[config.mk]
export PLATFORM = sky130hd
export DESIGN_NAME = sync_fifo_flags_flat
export DESIGN_NICKNAME = d
export VERILOG_FILES = /design/src/rtl/fifo_pkg.sv /design/src/rtl/sync_fifo_flags_if.sv /design/src/rtl/sync_fifo_mem.sv /design/src/rtl/sync_fifo_flags.sv /design/src/flat_wrapper.sv
export SDC_FILE = /design/constraint.sdc
export NUM_CORES = 1
export LEC_CHECK = 0
export CAP_MARGIN = 30
export CORE_MARGIN = 5
export CORE_UTILIZATION = 56
export DETAILED_ROUTE_END_ITERATION = 7
export HOLD_SLACK_MARGIN = 0.1
export PLACE_DENSITY = 0.77
export RECOVER_POWER = 25
export REMOVE_ABC_BUFFERS = 1
export SYNTH_ARGS = -nofsm -noshare
export SYNTH_HDL_FRONTEND = slang
export SYNTH_SLANG_ARGS = --single-unit
export TNS_END_PERCENT = 10
[constraint.sdc]
create_clock -name clk -period 2.95 [get_ports clk]
set_clock_uncertainty 0.1 [all_clocks]
set_input_delay 0.4425 -clock clk [delete_from_list [all_inputs] [get_ports clk]]
set_output_delay 0.4425 -clock clk [all_outputs]
set_load 0.01 [all_outputs]
[src/rtl/fifo_pkg.sv]
// Shared FIFO definitions: log2 helper, read-mode constants and parameter legality check.
package fifo_pkg;

    localparam int unsigned FWFT_OFF = 0;
    localparam int unsigned FWFT_ON  = 1;

    // Ceiling log2. Returns 0 for v <= 1.
    function automatic int unsigned clog2(input int unsigned v);
        int unsigned r;
        r = 0;
        while ((32'd1 << r) < v) begin
            r = r + 1;
        end
        return r;
    endfunction

    // Legal set: DEPTH a power of two >= 2, AF in 1..DEPTH, AE in 0..DEPTH-1, FWFT 0/1.
    function automatic bit params_ok(input int unsigned depth,
                                     input int unsigned af,
                                     input int unsigned ae,
                                     input int unsigned fwft);
        return (depth >= 2) && ((depth & (depth - 1)) == 0)
            && (af >= 1) && (af <= depth)
            && (ae <= depth - 1)
            && (fwft <= FWFT_ON);
    endfunction

endpackage

[src/rtl/sync_fifo_flags_if.sv]
// FIFO control/data/status bundle.
// master: drives flush, clr_err, wr_en, wr_data, rd_en; observes data and status.
// slave : the FIFO; drives rd_data, rd_valid, full/empty/almost flags, count, error flags.
interface sync_fifo_flags_if
    import fifo_pkg::*;
#(
    parameter int unsigned DEPTH   = 8,
    parameter int unsigned D_WIDTH = 8
);
    localparam int unsigned CNT_W = clog2(DEPTH) + 1;

    logic               flush;
    logic               clr_err;
    logic               wr_en;
    logic [D_WIDTH-1:0] wr_data;
    logic               rd_en;
    logic [D_WIDTH-1:0] rd_data;
    logic               rd_valid;
    logic               full_o;
    logic               empty_o;
    logic               almost_full_o;
    logic               almost_empty_o;
    logic [CNT_W-1:0]   count_o;
    logic               overflow_o;
    logic               underflow_o;

    modport master (
        output flush, clr_err, wr_en, wr_data, rd_en,
        input  rd_data, rd_valid, full_o, empty_o, almost_full_o,
               almost_empty_o, count_o, overflow_o, underflow_o
    );

    modport slave (
        input  flush, clr_err, wr_en, wr_data, rd_en,
        output rd_data, rd_valid, full_o, empty_o, almost_full_o,
               almost_empty_o, count_o, overflow_o, underflow_o
    );

endinterface

[src/rtl/sync_fifo_mem.sv]
// FIFO storage: register array with synchronous write and asynchronous read.
// Ports: clk, we_i/waddr_i/wdata_i (write port), raddr_i -> rdata_c_o (combinational read).
module sync_fifo_mem
    import fifo_pkg::*;
#(
    parameter int unsigned DEPTH   = 8,
    parameter int unsigned D_WIDTH = 8
) (
    input  logic                     clk,
    input  logic                     we_i,
    input  logic [clog2(DEPTH)-1:0]  waddr_i,
    input  logic [D_WIDTH-1:0]       wdata_i,
    input  logic [clog2(DEPTH)-1:0]  raddr_i,
    output logic [D_WIDTH-1:0]       rdata_c_o
);

    logic [D_WIDTH-1:0] mem_q [DEPTH];

    // Storage is intentionally not reset.
    always_ff @(posedge clk) begin
        if (we_i) begin
            mem_q[waddr_i] <= wdata_i;
        end
    end

    assign rdata_c_o = mem_q[raddr_i];

endmodule

[src/rtl/sync_fifo_flags.sv]
// Single-clock FIFO with occupancy count, almost-full/empty thresholds,
// sticky overflow/underflow flags, synchronous flush and optional FWFT read.
// Ports: clk, reset (async active-low), bus (sync_fifo_flags_if.slave).
module sync_fifo_flags
    import fifo_pkg::*;
#(
    parameter int unsigned DEPTH     = 8,
    parameter int unsigned D_WIDTH   = 8,
    parameter int unsigned AF_THRESH = DEPTH - 2,
    parameter int unsigned AE_THRESH = 1,
    parameter int unsigned FWFT      = FWFT_OFF
) (
    input  logic            clk,
    input  logic            reset,
    sync_fifo_flags_if.slave bus
);

    localparam int unsigned ADDR_W = clog2(DEPTH);
    localparam int unsigned CNT_W  = ADDR_W + 1;

    if (!params_ok(DEPTH, AF_THRESH, AE_THRESH, FWFT)) begin : g_param_err
        $error("sync_fifo_flags: illegal DEPTH/AF_THRESH/AE_THRESH/FWFT");
    end

    logic [ADDR_W-1:0]  wr_ptr_q, wr_ptr_d, rd_ptr_q, rd_ptr_d;
    logic [CNT_W-1:0]   count_q, count_d;
    logic               full_q, full_d, empty_q, empty_d;
    logic               af_q, af_d, ae_q, ae_d;
    logic               ovf_q, ovf_d, udf_q, udf_d;
    logic               wr_acc_c, rd_acc_c, mem_we_c;
    logic [D_WIDTH-1:0] mem_rdata_c;

    // Acceptance, pointer/count update and flag next-state.
    always_comb begin
        wr_acc_c = bus.wr_en & ~full_q;
        rd_acc_c = bus.rd_en & ~empty_q;
        mem_we_c = wr_acc_c & ~bus.flush;
        wr_ptr_d = wr_ptr_q;
        rd_ptr_d = rd_ptr_q;
        count_d  = count_q;

        if (bus.flush) begin
            wr_ptr_d = '0;
            rd_ptr_d = '0;
            count_d  = '0;
        end else begin
            if (wr_acc_c) wr_ptr_d = wr_ptr_q + ADDR_W'(1);
            if (rd_acc_c) rd_ptr_d = rd_ptr_q + ADDR_W'(1);
            case ({wr_acc_c, rd_acc_c})
                2'b10:   count_d = count_q + CNT_W'(1);
                2'b01:   count_d = count_q - CNT_W'(1);
                default: count_d = count_q;
            endcase
        end

        // A new error in the same cycle as clr_err wins.
        ovf_d = (ovf_q & ~bus.clr_err) | (bus.wr_en & full_q & ~bus.flush);
        udf_d = (udf_q & ~bus.clr_err) | (bus.rd_en & empty_q & ~bus.flush);

        full_d  = (count_d == CNT_W'(DEPTH));
        empty_d = (count_d == '0);
        af_d    = (count_d >= CNT_W'(AF_THRESH));
        ae_d    = (count_d <= CNT_W'(AE_THRESH));
    end

    always_ff @(posedge clk or negedge reset) begin
        if (!reset) begin
            wr_ptr_q <= '0;
            rd_ptr_q <= '0;
            count_q  <= '0;
            full_q   <= 1'b0;
            empty_q  <= 1'b1;
            af_q     <= 1'b0;
            ae_q     <= 1'b1;
            ovf_q    <= 1'b0;
            udf_q    <= 1'b0;
        end else begin
            wr_ptr_q <= wr_ptr_d;
            rd_ptr_q <= rd_ptr_d;
            count_q  <= count_d;
            full_q   <= full_d;
            empty_q  <= empty_d;
            af_q     <= af_d;
            ae_q     <= ae_d;
            ovf_q    <= ovf_d;
            udf_q    <= udf_d;
        end
    end

    sync_fifo_mem #(
        .DEPTH   (DEPTH),
        .D_WIDTH (D_WIDTH)
    ) u_mem (
        .clk       (clk),
        .we_i      (mem_we_c),
        .waddr_i   (wr_ptr_q),
        .wdata_i   (bus.wr_data),
        .raddr_i   (rd_ptr_q),
        .rdata_c_o (mem_rdata_c)
    );

    if (FWFT == FWFT_OFF) begin : g_reg_read
        logic [D_WIDTH-1:0] rd_data_q, rd_data_d;
        logic               rd_valid_q, rd_valid_d;

        // Registered read: data captured on accept, valid pulses one cycle.
        always_comb begin
            rd_data_d  = rd_data_q;
            rd_valid_d = rd_acc_c & ~bus.flush;
            if (rd_valid_d) rd_data_d = mem_rdata_c;
        end

        always_ff @(posedge clk or negedge reset) begin
            if (!reset) begin
                rd_data_q  <= '0;
                rd_valid_q <= 1'b0;
            end else begin
                rd_data_q  <= rd_data_d;
                rd_valid_q <= rd_valid_d;
            end
        end

        assign bus.rd_data  = rd_data_q;
        assign bus.rd_valid = rd_valid_q;
    end else begin : g_fwft_read
        // Head word is presented directly; rd_en pops it.
        assign bus.rd_data  = mem_rdata_c;
        assign bus.rd_valid = ~empty_q;
    end

    assign bus.full_o         = full_q;
    assign bus.empty_o        = empty_q;
    assign bus.almost_full_o  = af_q;
    assign bus.almost_empty_o = ae_q;
    assign bus.count_o        = count_q;
    assign bus.overflow_o     = ovf_q;
    assign bus.underflow_o    = udf_q;

endmodule

[src/flat_wrapper.sv]
// flat-port wrapper written by rule: the top's interface ports become plain ports
module sync_fifo_flags_flat import fifo_pkg::*;
#(
    parameter int unsigned DEPTH     = 8,
    parameter int unsigned D_WIDTH   = 8,
    parameter int unsigned AF_THRESH = DEPTH - 2,
    parameter int unsigned AE_THRESH = 1,
    parameter int unsigned FWFT      = FWFT_OFF
)
  (clk, reset, bus_flush, bus_clr_err, bus_wr_en, bus_wr_data, bus_rd_en, bus_rd_data, bus_rd_valid, bus_full_o, bus_empty_o, bus_almost_full_o, bus_almost_empty_o, bus_count_o, bus_overflow_o, bus_underflow_o);
  sync_fifo_flags_if #(.DEPTH(DEPTH), .D_WIDTH(D_WIDTH)) bus_i ();
  input  logic clk;
  input  logic reset;
  input wire logic [$bits(bus_i.flush)-1:0] bus_flush;
  input wire logic [$bits(bus_i.clr_err)-1:0] bus_clr_err;
  input wire logic [$bits(bus_i.wr_en)-1:0] bus_wr_en;
  input wire logic [$bits(bus_i.wr_data)-1:0] bus_wr_data;
  input wire logic [$bits(bus_i.rd_en)-1:0] bus_rd_en;
  output wire logic [$bits(bus_i.rd_data)-1:0] bus_rd_data;
  output wire logic [$bits(bus_i.rd_valid)-1:0] bus_rd_valid;
  output wire logic [$bits(bus_i.full_o)-1:0] bus_full_o;
  output wire logic [$bits(bus_i.empty_o)-1:0] bus_empty_o;
  output wire logic [$bits(bus_i.almost_full_o)-1:0] bus_almost_full_o;
  output wire logic [$bits(bus_i.almost_empty_o)-1:0] bus_almost_empty_o;
  output wire logic [$bits(bus_i.count_o)-1:0] bus_count_o;
  output wire logic [$bits(bus_i.overflow_o)-1:0] bus_overflow_o;
  output wire logic [$bits(bus_i.underflow_o)-1:0] bus_underflow_o;
  assign bus_i.flush = bus_flush;
  assign bus_i.clr_err = bus_clr_err;
  assign bus_i.wr_en = bus_wr_en;
  assign bus_i.wr_data = bus_wr_data;
  assign bus_i.rd_en = bus_rd_en;
  assign bus_rd_data = bus_i.rd_data;
  assign bus_rd_valid = bus_i.rd_valid;
  assign bus_full_o = bus_i.full_o;
  assign bus_empty_o = bus_i.empty_o;
  assign bus_almost_full_o = bus_i.almost_full_o;
  assign bus_almost_empty_o = bus_i.almost_empty_o;
  assign bus_count_o = bus_i.count_o;
  assign bus_overflow_o = bus_i.overflow_o;
  assign bus_underflow_o = bus_i.underflow_o;
  sync_fifo_flags #(.DEPTH(DEPTH), .D_WIDTH(D_WIDTH), .AF_THRESH(AF_THRESH), .AE_THRESH(AE_THRESH), .FWFT(FWFT)) u_core (.clk(clk), .reset(reset), .bus(bus_i));
endmodule
==> reports/results.txt, run 1 <==
Outcome: completed
Setup Buffers After CTS: 0
Ranking of synthesized cells by area: edfxtp_1 (54%), dfrtp_1 (16%), mux4_2 (10%)
CTS resizes: 0
Critical path, cell by cell: clkdlybuf4s50_1 -> nor2b_4 -> inv_4 -> nand2_1 -> xnor2_1 -> ha_1 -> a21o_1 -> and3_4 -> or4_4 -> and2_4 -> o211a_1
Crit path buffers/inverters: 2
Vias per std cell: 5.610
CTS sink cnt: 89
# DRC: 0
Row cnt: 29
Post-CTS Hold Fix Bufs: 0
RSZ-0062 raised after global routing: no
Layout cells sized above 1: 0.2082
Final Wtd Congestion: 0.7486
Max layer used: met4
Avg WL per Cell: 18.16 um
Lkg Pwr: 1.528 nW
Crit path kind: in -> reg
Fin crit period: 2470 ps
Max Clk Rate: 404.8 MHz
Post-synthesis sequential area ratio: 0.7148
CP Launch Point: bus_wr_en
Initial antenna violation count: 0
Clock Latency Late Sink: 360 ps
Crit-path slowest cell: clkdlybuf4s50_1
Cells after synthesis: 213
Most frequent cells in the layout: edfxtp_1 (64), clkdlybuf4s50_1 (28), nor2_1 (25)
WL met3: 340 um
Hold Fails Final Rpt: 0
# nets final: 282
Vias in the first global route: 1,984
Setup crit end kind: flop
Die H: 89.81 um
Flops & latches, synth: 89
Worst path arrival time: 2670 ps
PortBufs: 32
Clk Tree Root Cell: clkbuf_8
Total wire length: 6282 um
Largest net degree at the start of global routing: 26
HP Class: reg -> reg
Post-route ant nets: 0
Vias post-DR: 1,941
Worst reg2reg startpoint: u_core.bus.empty_o$_DFF_PN1_
Final Max Slew Viols: 0
Startpoint type of the worst setup path: input port
Gr usage total: 0.1724
Met2 routed WL: 3174 um
First-pass GRT wire length: 10,430 um
Cell variety after synth: 36
Synthesized area: 0.003567 mm^2
I/O pin count: 33
CTS tree: yes
Total CTS buffers: 9
H-tree levels: 3
Synth warnings: 0
Hold_sp: u_core.bus.rd_data[1]$_DFFE_PN0P_
Initial core utilization: 0.5683
Drt first pass iters: 4
Ant diodes: 0
Top cell type by total area after synthesis: edfxtp_1
Detailed-placement wirelength estimate: 4197 um
Commonest non-fill, non-tap cell in the layout: edfxtp_1
Chip width: 89.81 um
Clk buf depth: 2
Crit share post-route: 0.8373
Worst IR drop on VDD: 436.4 uV
Hold Worst Slack: 429.5 ps
CORE AREA: 0.006277 mm^2
Worst-path clk slew: 90 ps
Area Growth Syn to Fin: 18.98%
Setup TNS: 0 ps
Synth top area share: 0.5388
Power per standard cell area: 690.0 mW/mm^2
Endpoints failing setup: 0
DRT iter0 DRCs: 128
CP max stage delay: 480 ps
Met1 WL: 2657 um
Grt total ovfl: 0
Least-Margin Pin Slew: 1420 ps
Max-Slew Margin vs Limit: 0.05315
Die area: 0.008066 mm^2
Max_cap viols: 0
Worst-path maximum fanout: 7
CP required: 3150 ps
Avg Cell Area, Syn: 16.75 um^2
CP delay by family, top: simple AND/OR/NAND/NOR gates
-- per-stage QoR --
stage               total power, mW  cell area (um^2)  worst slack (ps)  instances    util
CTS                           2.959              4248             479.5        346  0.6767
global route                  3.102              4244             400.6        346  0.6761
global placement              2.192              4068             165.2        330  0.6480
finish                        2.928              4244             479.9        346  0.6761
detailed placement            2.207              4068             121.8        330  0.6480
floorplan                     1.901              3531             610.9        205       -
-- cells in the mapped netlist, drive strengths merged --
master  instances
a21o            1
a21oi          12
a22oi           1
a31oi           1
and2            1
and3            1
and3b           1
buf             3
clkbuf          5
dfrtp          23
dfstp           2
edfxtp         64
ha              4
inv             6
mux2i          11
mux4           16
nand2          11
nand2b          5
nor2           25
nor2b           2
nor3            3
nor3b           1
o211a           1
o21ai           1
o22ai           3
o31ai           1
or2             1
or3             1
or4             1
xnor2           3
xor2            2
-- final timing paths --
kind,endpoint,slack (ps),cells past startpoint
worst max-delay path,u_core.bus.almost_empty_o$_DFF_PN1_,480,11
worst min-delay path,u_core.bus.rd_data[1]$_DFFE_PN0P_,430,2
worst max register to register,u_core.bus.almost_empty_o$_DFF_PN1_,500,9
worst min register to register,u_core.bus.rd_data[1]$_DFFE_PN0P_,430,2
max in group asynchronous,u_core.bus.rd_valid$_DFF_PN0_,1090,2
min in group asynchronous,u_core.bus.count_o[2]$_DFF_PN0_,830,2
-- sequential cells by signal (all words and copies together) (netlist names) --
register / cells
u_core.bus.empty_o: 1
u_core.wr_ptr_q: 3
u_core.bus.rd_data: 8
u_core.bus.almost_full_o: 1
u_core.bus.underflow_o: 1
u_core.bus.rd_valid: 1
u_core.u_mem.mem_q: 64
u_core.bus.almost_empty_o: 1
u_core.bus.overflow_o: 1
u_core.bus.count_o: 4
u_core.bus.full_o: 1
u_core.rd_ptr_q: 3
-- area by class of cell --
class                      instances  area (um^2)
sequential                        89         2550
fill                             433         2033
multi-input combinational        110        955.9
timing repair buffer              48        436.7
clock buffer                      10        127.6
tap                               77        96.34
clock inverter                     6        52.55
inverter                           6        25.02
-- metal layers --
metal | track usage | up-vias
li1 | - | 912
met2 | 0.2683 | 50
met5 | 0 | -
met1 | 0.2347 | 970
met3 | 0.04341 | 9
met4 | 0.06801 | 0
-- report_power, final --
part	internal [mW]	total (mW)	switching [mW]
registers	1.46	1.53	0.0699
clock network	0.318	0.759	0.442
logic	0.362	0.641	0.279
-- worst min-delay path, cell delays in order (launching register included) --
cell and delay (ps):
dfrtp_1 350, nor2_1 50, a21oi_1 100
-- kinds of logic (layout without fill, tap and decap cells) --
kind of cell    count (synthesis)  count (layout)  synth area share
compound gates                 21              21           0.03438
xor+xnor                        5               5           0.01228
fa+ha+maj                       4               4           0.01403
buf+inv                        14              70           0.01719
flops                          89              89            0.7148
mux                            27              27            0.1319
simple gates                   53              53           0.07541
(Power assumes the default switching activity.)
==> inputs of run 2 (changes only) <==
==> constraint.sdc (replaced) <==
create_clock -name clk -period 2.5 [get_ports clk]
set_clock_uncertainty 0.1 [all_clocks]
set_input_delay 0.375 -clock clk [delete_from_list [all_inputs] [get_ports clk]]
set_output_delay 0.375 -clock clk [all_outputs]
set_load 0.01 [all_outputs]
==> run 2 against run 1 <==
Compared with the run above:
- clock power grew 31%
- power rose by 22%
- final cell count is 0.87% higher
- combinational power grew 20%
- register-to-register slack worse by 380 ps
- via count down 0.72%
- critical path depth did not move
- sequential share of layout area fell by 0.63 points
- flip-flop and latch count is the same
==> reports/results.txt, run 2 (same netlist as run 1, synthesis figures left out) <==
Outcome: completed
Endpoints failing setup: 0 (unchanged)
RSZ-0062 raised after global routing: no
PortBufs: 32 (unchanged)
Fin crit period: 2385 ps
Total wire length: 6420 um (+2.2%)
Initial core utilization: 0.5683 (unchanged)
Crit path kind: in -> reg
Hold_sp: u_core.bus.empty_o$_DFF_PN1_
Sequential cell area: 0.002550 mm^2 (unchanged)
Final Wtd Congestion: 0.7801 (+4.2%)
# DRC: 0 (unchanged)
Row cnt: 29 (unchanged)
Worst IR drop on VDD: 503.5 uV (+15%)
Vias post-DR: 1,927 (-0.72%)
Worst reg2reg startpoint: u_core.bus.empty_o$_DFF_PN1_
Commonest non-fill, non-tap cell in the layout: edfxtp_1
Reg2reg path depth: 11 (+2)
Worst-path maximum fanout: 4 (-3)
CP max stage delay: 480 ps (about the same)
Die H: 89.81 um (unchanged)
Worst-path clk slew: 90 ps (about the same)
Worst path arrival time: 2580 ps (-90 ps)
Crit share post-route: 0.9539
I/O pin count: 33 (unchanged)
Pint: 2.631 mW (+23%)
Post-CTS Hold Fix Bufs: 0 (unchanged)
Power Total: 3.559 mW (+22%)
Max Clk Rate: 419.3 MHz
Setup Buffers After CTS: 0 (unchanged)
Max-Slew Margin vs Limit: 0.04035 (-0.01280)
Initial antenna violation count: 0 (unchanged)
CTS tree: yes
Most frequent cells in the layout: edfxtp_1 (64), clkdlybuf4s50_1 (27), nor2_1 (25)
Clock Latency Late Sink: 360 ps (about the same)
Clk Tree Root Cell: clkbuf_8
Seq pwr share: 0.505 (-0.017)
Least-Margin Pin Slew: 1439 ps (+19.20 ps)
Gr usage total: 0.1719 (-0.0004627)
Total CTS buffers: 9 (unchanged)
Hold Fails Final Rpt: 0 (unchanged)
Startpoint type of the worst setup path: input port
Worst r2r dst: u_core.bus.empty_o$_DFF_PN1_
Die area: 0.008066 mm^2 (unchanged)
Detailed-placement wirelength estimate: 4074 um (-2.9%)
Flop-to-flop setup slack: 120 ps (-380 ps)
Max FFs per register: 64 (unchanged)
Switching portion of total power: 0.2608 (-0.009225)
Final Max Slew Viols: 0 (unchanged)
CTS resizes: 0 (unchanged)
Area Growth Syn to Fin: 20.24%
Hold Worst Slack: 425.1 ps (-4.403 ps)
Lkg Pwr: 1.556 nW (+1.9%)
CTS sink cnt: 89 (unchanged)
Crit-path slowest cell: clkdlybuf4s50_1
Clk buf depth: 2 (unchanged)
Multi-input logic area: 955.9 um^2 (unchanged)
Drt first pass iters: 7 (+3)
Vias per std cell: 5.521 (-1.6%)
Min-Delay Path Depth: 2 (unchanged)
CORE AREA: 0.006277 mm^2 (unchanged)
HP Class: reg -> reg
Largest net degree at the start of global routing: 26 (unchanged)
Sw Pwr: 0.9281 mW (+17%)
H-tree levels: 3 (unchanged)
Setup crit end kind: flop
Vias in the first global route: 1,975 (-0.45%)
Post-route ant nets: 0 (unchanged)
Avg WL per Cell: 18.40 um (+1.3%)
Layout cells sized above 1: 0.2169 (+0.008733)
Chip width: 89.81 um (unchanged)
Clk pwr share: 0.279 (+0.020)
Share of power burned in combinational logic: 0.216 (-0.003)
Placement Setup Slack: -265.3 ps (-387.1 ps)
Power per standard cell area: 829.8 mW/mm^2 (+20%)
# nets final: 285 (+1.1%)
Fillcell total: 425 (-1.8%)
Final WS setup: 115.3 ps (-364.6 ps)
First-pass GRT wire length: 10,330 um (-0.99%)
Max_cap viols: 0 (unchanged)
CP required: 2690 ps (-460 ps)
Ant diodes: 0 (unchanged)
Final core utilization: 0.6833 (+0.007176)
DRT iter0 DRCs: 106 (-17%)
Critical path, cell by cell: clkdlybuf4s50_1 -> nor2b_4 -> inv_4 -> nand2_1 -> xnor2_1 -> ha_1 -> a21o_1 -> and3_4 -> or4_4 -> and2_4 -> o211a_1
Worst hold endpoint: u_core.bus.underflow_o$_DFF_PN0_
Largest Register: u_core.u_mem.mem_q
Grt total ovfl: 0 (unchanged)
-- run 2: worst max path at each step --
stage,from,to,slack (ps),cells after the start
finish,bus_wr_en,u_core.bus.almost_empty_o$_DFF_PN1_,120,11
global route,u_core.bus.empty_o$_DFF_PN1_,u_core.bus.empty_o$_DFF_PN1_,20,11
CTS,bus_wr_en,u_core.bus.almost_empty_o$_DFF_PN1_,120,11
detailed placement,bus_wr_en,u_core.bus.almost_empty_o$_DFF_PN1_,-270,11
global placement,bus_wr_en,u_core.bus.almost_empty_o$_DFF_PN1_,-200,11
floorplan,u_core.bus.empty_o$_DFF_PN1_,u_core.bus.almost_empty_o$_DFF_PN1_,160,10
-- run 2: layout make-up --
type                       instances  area share
multi-input combinational        110      0.2229
timing repair buffer              51      0.1071
inverter                           6    0.005834
sequential                        89      0.5945
clock inverter                     6     0.01750
clock buffer                      10     0.02975
tap                               77     0.02246
-- run 2: worst max-delay path, delay by kind of cell --
family,cells,cell delay (ps)
adder cells (fa/ha/maj),1,190
XOR/XNOR,1,80
AND/OR/NAND/NOR,5,1050
buffers and inverters,2,530
AO/OA/AOI/OAI,2,360
-- run 2: routing by layer --
| metal | global-route usage | part of all wire | vias to the layer above |
|---|---|---|---|
| met1 | 0.2225 | 0.44 | 973 |
| met5 | 0 | 0 | - |
| met2 | 0.2787 | 0.51 | 31 |
| met4 | 0.06423 | 0.018 | 0 |
| li1 | - | - | 913 |
| met3 | 0.04674 | 0.033 | 10 |
-- run 2: metrics by stage --
stage          setup TNS (ps)  instances  area, um^2
3_5_place_dp            -1066        333        4090
6_report                    0        349        4289
3_3_place_gp           -825.4        333        4090
2_1_floorplan               0        205        3531
4_1_cts                     0        349        4293
5_1_grt                     0        349        4289
-- run 2: power by group through the flow --
stage | registers (mW) | clock network [mW] | logic, mW
floorplan | 1.90 | 0 | 0.338
detailed placement | 1.83 | 0 | 0.780
global placement | 1.83 | 0 | 0.766
global route | 1.82 | 1.10 | 0.842
CTS | 1.80 | 1.01 | 0.783
finish | 1.80 | 0.993 | 0.767
==> inputs of run 3 (changes only) <==
--- a/config.mk
+++ b/config.mk
@@ -7,10 +7,10 @@
 export LEC_CHECK = 0
 export CAP_MARGIN = 30
 export CORE_MARGIN = 5
-export CORE_UTILIZATION = 56
+export CORE_UTILIZATION = 40
 export DETAILED_ROUTE_END_ITERATION = 7
 export HOLD_SLACK_MARGIN = 0.1
-export PLACE_DENSITY = 0.77
+export PLACE_DENSITY = 0.57
 export RECOVER_POWER = 25
 export REMOVE_ABC_BUFFERS = 1
 export SYNTH_ARGS = -nofsm -noshare
==> run 3 against run 2 <==
Compared with the run above:
- clock power down 8.5%
- power shrank 1.9%
- clock-buffer cell count unchanged
- critical endpoint unchanged
==> reports/results.txt, run 3 (same netlist as run 1, synthesis figures left out) <==
PortBufs: 32 (unchanged)
Commonest non-fill, non-tap cell in the layout: edfxtp_1
Vias per std cell: 5.046 (-8.6%)
Pint: 2.534 mW (-3.7%)
Switching portion of total power: 0.2746 (+0.01387)
Seq pwr share: 0.516 (+0.011)
Least-Margin Pin Slew: 1487 ps (+47.18 ps)
Sw Pwr: 0.9593 mW (+3.4%)
Max-Slew Margin vs Limit: 0.008893 (-0.03145)
Clk pwr share: 0.260 (-0.019)
Total wire length: 6858 um (+6.8%)
Final core utilization: 0.5014 (-0.1818)
Vias in the first global route: 2,004 (+1.5%)
Crit path kind: in -> reg
Reg2reg path depth: 9 (-2)
Largest net degree at the start of global routing: 26 (unchanged)
Setup TNS: 0 ps (unchanged)
Crit share post-route: 0.9548 (about the same)
Initial core utilization: 0.4090 (-0.1592)
HP Class: reg -> reg
Initial antenna violation count: 0 (unchanged)
Worst path arrival time: 2580 ps (about the same)
Hold Worst Slack: 434.3 ps (+9.219 ps)
CP required: 2690 ps (about the same)
CTS sink cnt: 89 (unchanged)
CORE AREA: 0.008721 mm^2 (+39%)
I/O pin count: 33 (unchanged)
Gr usage total: 0.1337 (-0.03823)
Crit-path slowest cell: clkdlybuf4s50_1
Final WS setup: 113.0 ps (-2.249 ps)
Clk buf depth: 2 (unchanged)
Outcome: completed
Non-Filler Instances: 388 (+11%)
First-pass GRT wire length: 11,010 um (+6.5%)
Drt first pass iters: 4 (-3)
# nets final: 293 (+2.8%)
Share of power burned in combinational logic: 0.224 (+0.008)
Hold Fails Final Rpt: 0 (unchanged)
Die H: 104.4 um (+16%)
Placement Setup Slack: -232.0 ps (+33.26 ps)
DRT iter0 DRCs: 100 (-5.7%)
Row cnt: 34 (+17%)
Worst-path clk slew: 90 ps (about the same)
Flop-to-flop setup slack: 120 ps (about the same)
CP delay by family, top: simple AND/OR/NAND/NOR gates
Post-placement cell area: 0.004182 mm^2 (+2.2%)
H-tree levels: 3 (unchanged)
Clock Latency Late Sink: 350 ps (about the same)
Final Max Slew Viols: 0 (unchanged)
Vias post-DR: 1,958 (+1.6%)
Area Growth Syn to Fin: 22.59%
Lkg Pwr: 1.575 nW (+1.3%)
Layout cells sized above 1: 0.2464 (+0.02952)
Die area: 0.01091 mm^2 (+35%)
Critical path, cell by cell: clkdlybuf4s50_1 -> nor2b_4 -> inv_4 -> nand2_1 -> xnor2_1 -> ha_1 -> a21o_1 -> and3_4 -> or4_4 -> and2_4 -> o211a_1
Final instance area: 0.004373 mm^2 (+2.0%)
Max Clk Rate: 418.9 MHz (about the same)
Power Total: 3.493 mW (-1.9%)
Detailed-placement wirelength estimate: 4548 um (+12%)
Worst-path maximum fanout: 3 (-1)
# DRC: 0 (unchanged)
Startpoint type of the worst setup path: input port
Fin crit period: 2387 ps (+2.249 ps)
Dpl cells: 371 (+11%)
CP max stage delay: 470 ps (about the same)
Worst hold endpoint: u_core.bus.rd_data[0]$_DFFE_PN0P_
Post-route ant nets: 0 (unchanged)
Worst reg2reg startpoint: u_core.bus.empty_o$_DFF_PN1_
Setup crit end kind: flop
Total CTS buffers: 9 (unchanged)
Hold_sp: u_core.bus.rd_data[0]$_DFFE_PN0P_
Power per standard cell area: 798.8 mW/mm^2 (-3.7%)
Clk Tree Root Cell: clkbuf_8
Ant diodes: 0 (unchanged)
Avg WL per Cell: 17.68 um (-3.9%)
Final Wtd Congestion: 0.7369 (-5.5%)
Min-Delay Path Depth: 2 (unchanged)
Max FFs per register: 64 (unchanged)
Most frequent cells in the layout: edfxtp_1 (64), clkdlybuf4s50_1 (27), buf_4 (26)
CTS tree: yes
Crit path buffers/inverters: 2 (unchanged)
Max_cap viols: 0 (unchanged)
Largest Register: u_core.u_mem.mem_q
Endpoints failing setup: 0 (unchanged)
Chip width: 104.4 um (+16%)
Worst IR drop on VDD: 399.1 uV (-21%)
Grt total ovfl: 0 (unchanged)
Worst r2r dst: u_core.bus.almost_empty_o$_DFF_PN1_
RSZ-0062 raised after global routing: no
==> run 3: cell types whose count changed in the layout (fill, tap and decap cells not counted), sizes merged <==
cell,previous run,this run
clkinvlp,1,3
buf,18,26
bufinv,1,0
clkinv,2,1
==> run 3: per-layer routing <==
metal,global-route usage,part of all wire
met5,0,0
met4,0.05458,0.018
met3,0.03414,0.041
met2,0.2086,0.48
met1,0.1782,0.46
==> run 3: power groups by stage <==
stage,logic [mW],registers (mW),clock network [mW]
2_1_floorplan,0.338,1.90,0
3_3_place_gp,0.789,1.83,0
6_report,0.783,1.80,0.909
3_5_place_dp,0.793,1.83,0
4_1_cts,0.797,1.80,0.936
5_1_grt,0.858,1.82,1.01
==> run 3: what timing repair did <==
action                                  CTS  global route
setup buffers                             0             1
hold buffers                              0             0
gates resized for setup                   0             2
endpoints found under the setup margin    0             2
==> run 3: worst min-delay path, stage by stage, from the launching register on <==
cell	delay, ps
dfrtp_1	350
nor2_1	50
a21oi_1	100
==> run 3: layout make-up <==
class | count | area [um^2]
clock buffer | 10 | 127.6
tap | 108 | 135.1
clock inverter | 6 | 51.30
multi-input combinational | 110 | 964.7
sequential | 89 | 2550
timing repair buffer | 59 | 519.2
fill | 759 | 4348
inverter | 6 | 25.02
==> run 3: how the worst max path moves through the flow <==
stage | end | cells after the start | startpoint | slack [ps]
floorplan | u_core.bus.almost_empty_o$_DFF_PN1_ | 10 | u_core.bus.empty_o$_DFF_PN1_ | 160
global placement | u_core.bus.almost_empty_o$_DFF_PN1_ | 11 | bus_wr_en | -200
detailed placement | u_core.bus.almost_empty_o$_DFF_PN1_ | 11 | bus_wr_en | -230
CTS | u_core.bus.empty_o$_DFF_PN1_ | 11 | u_core.bus.empty_o$_DFF_PN1_ | 90
global route | u_core.bus.almost_empty_o$_DFF_PN1_ | 10 | u_core.bus.empty_o$_DFF_PN1_ | 40
finish | u_core.bus.almost_empty_o$_DFF_PN1_ | 11 | bus_wr_en | 110
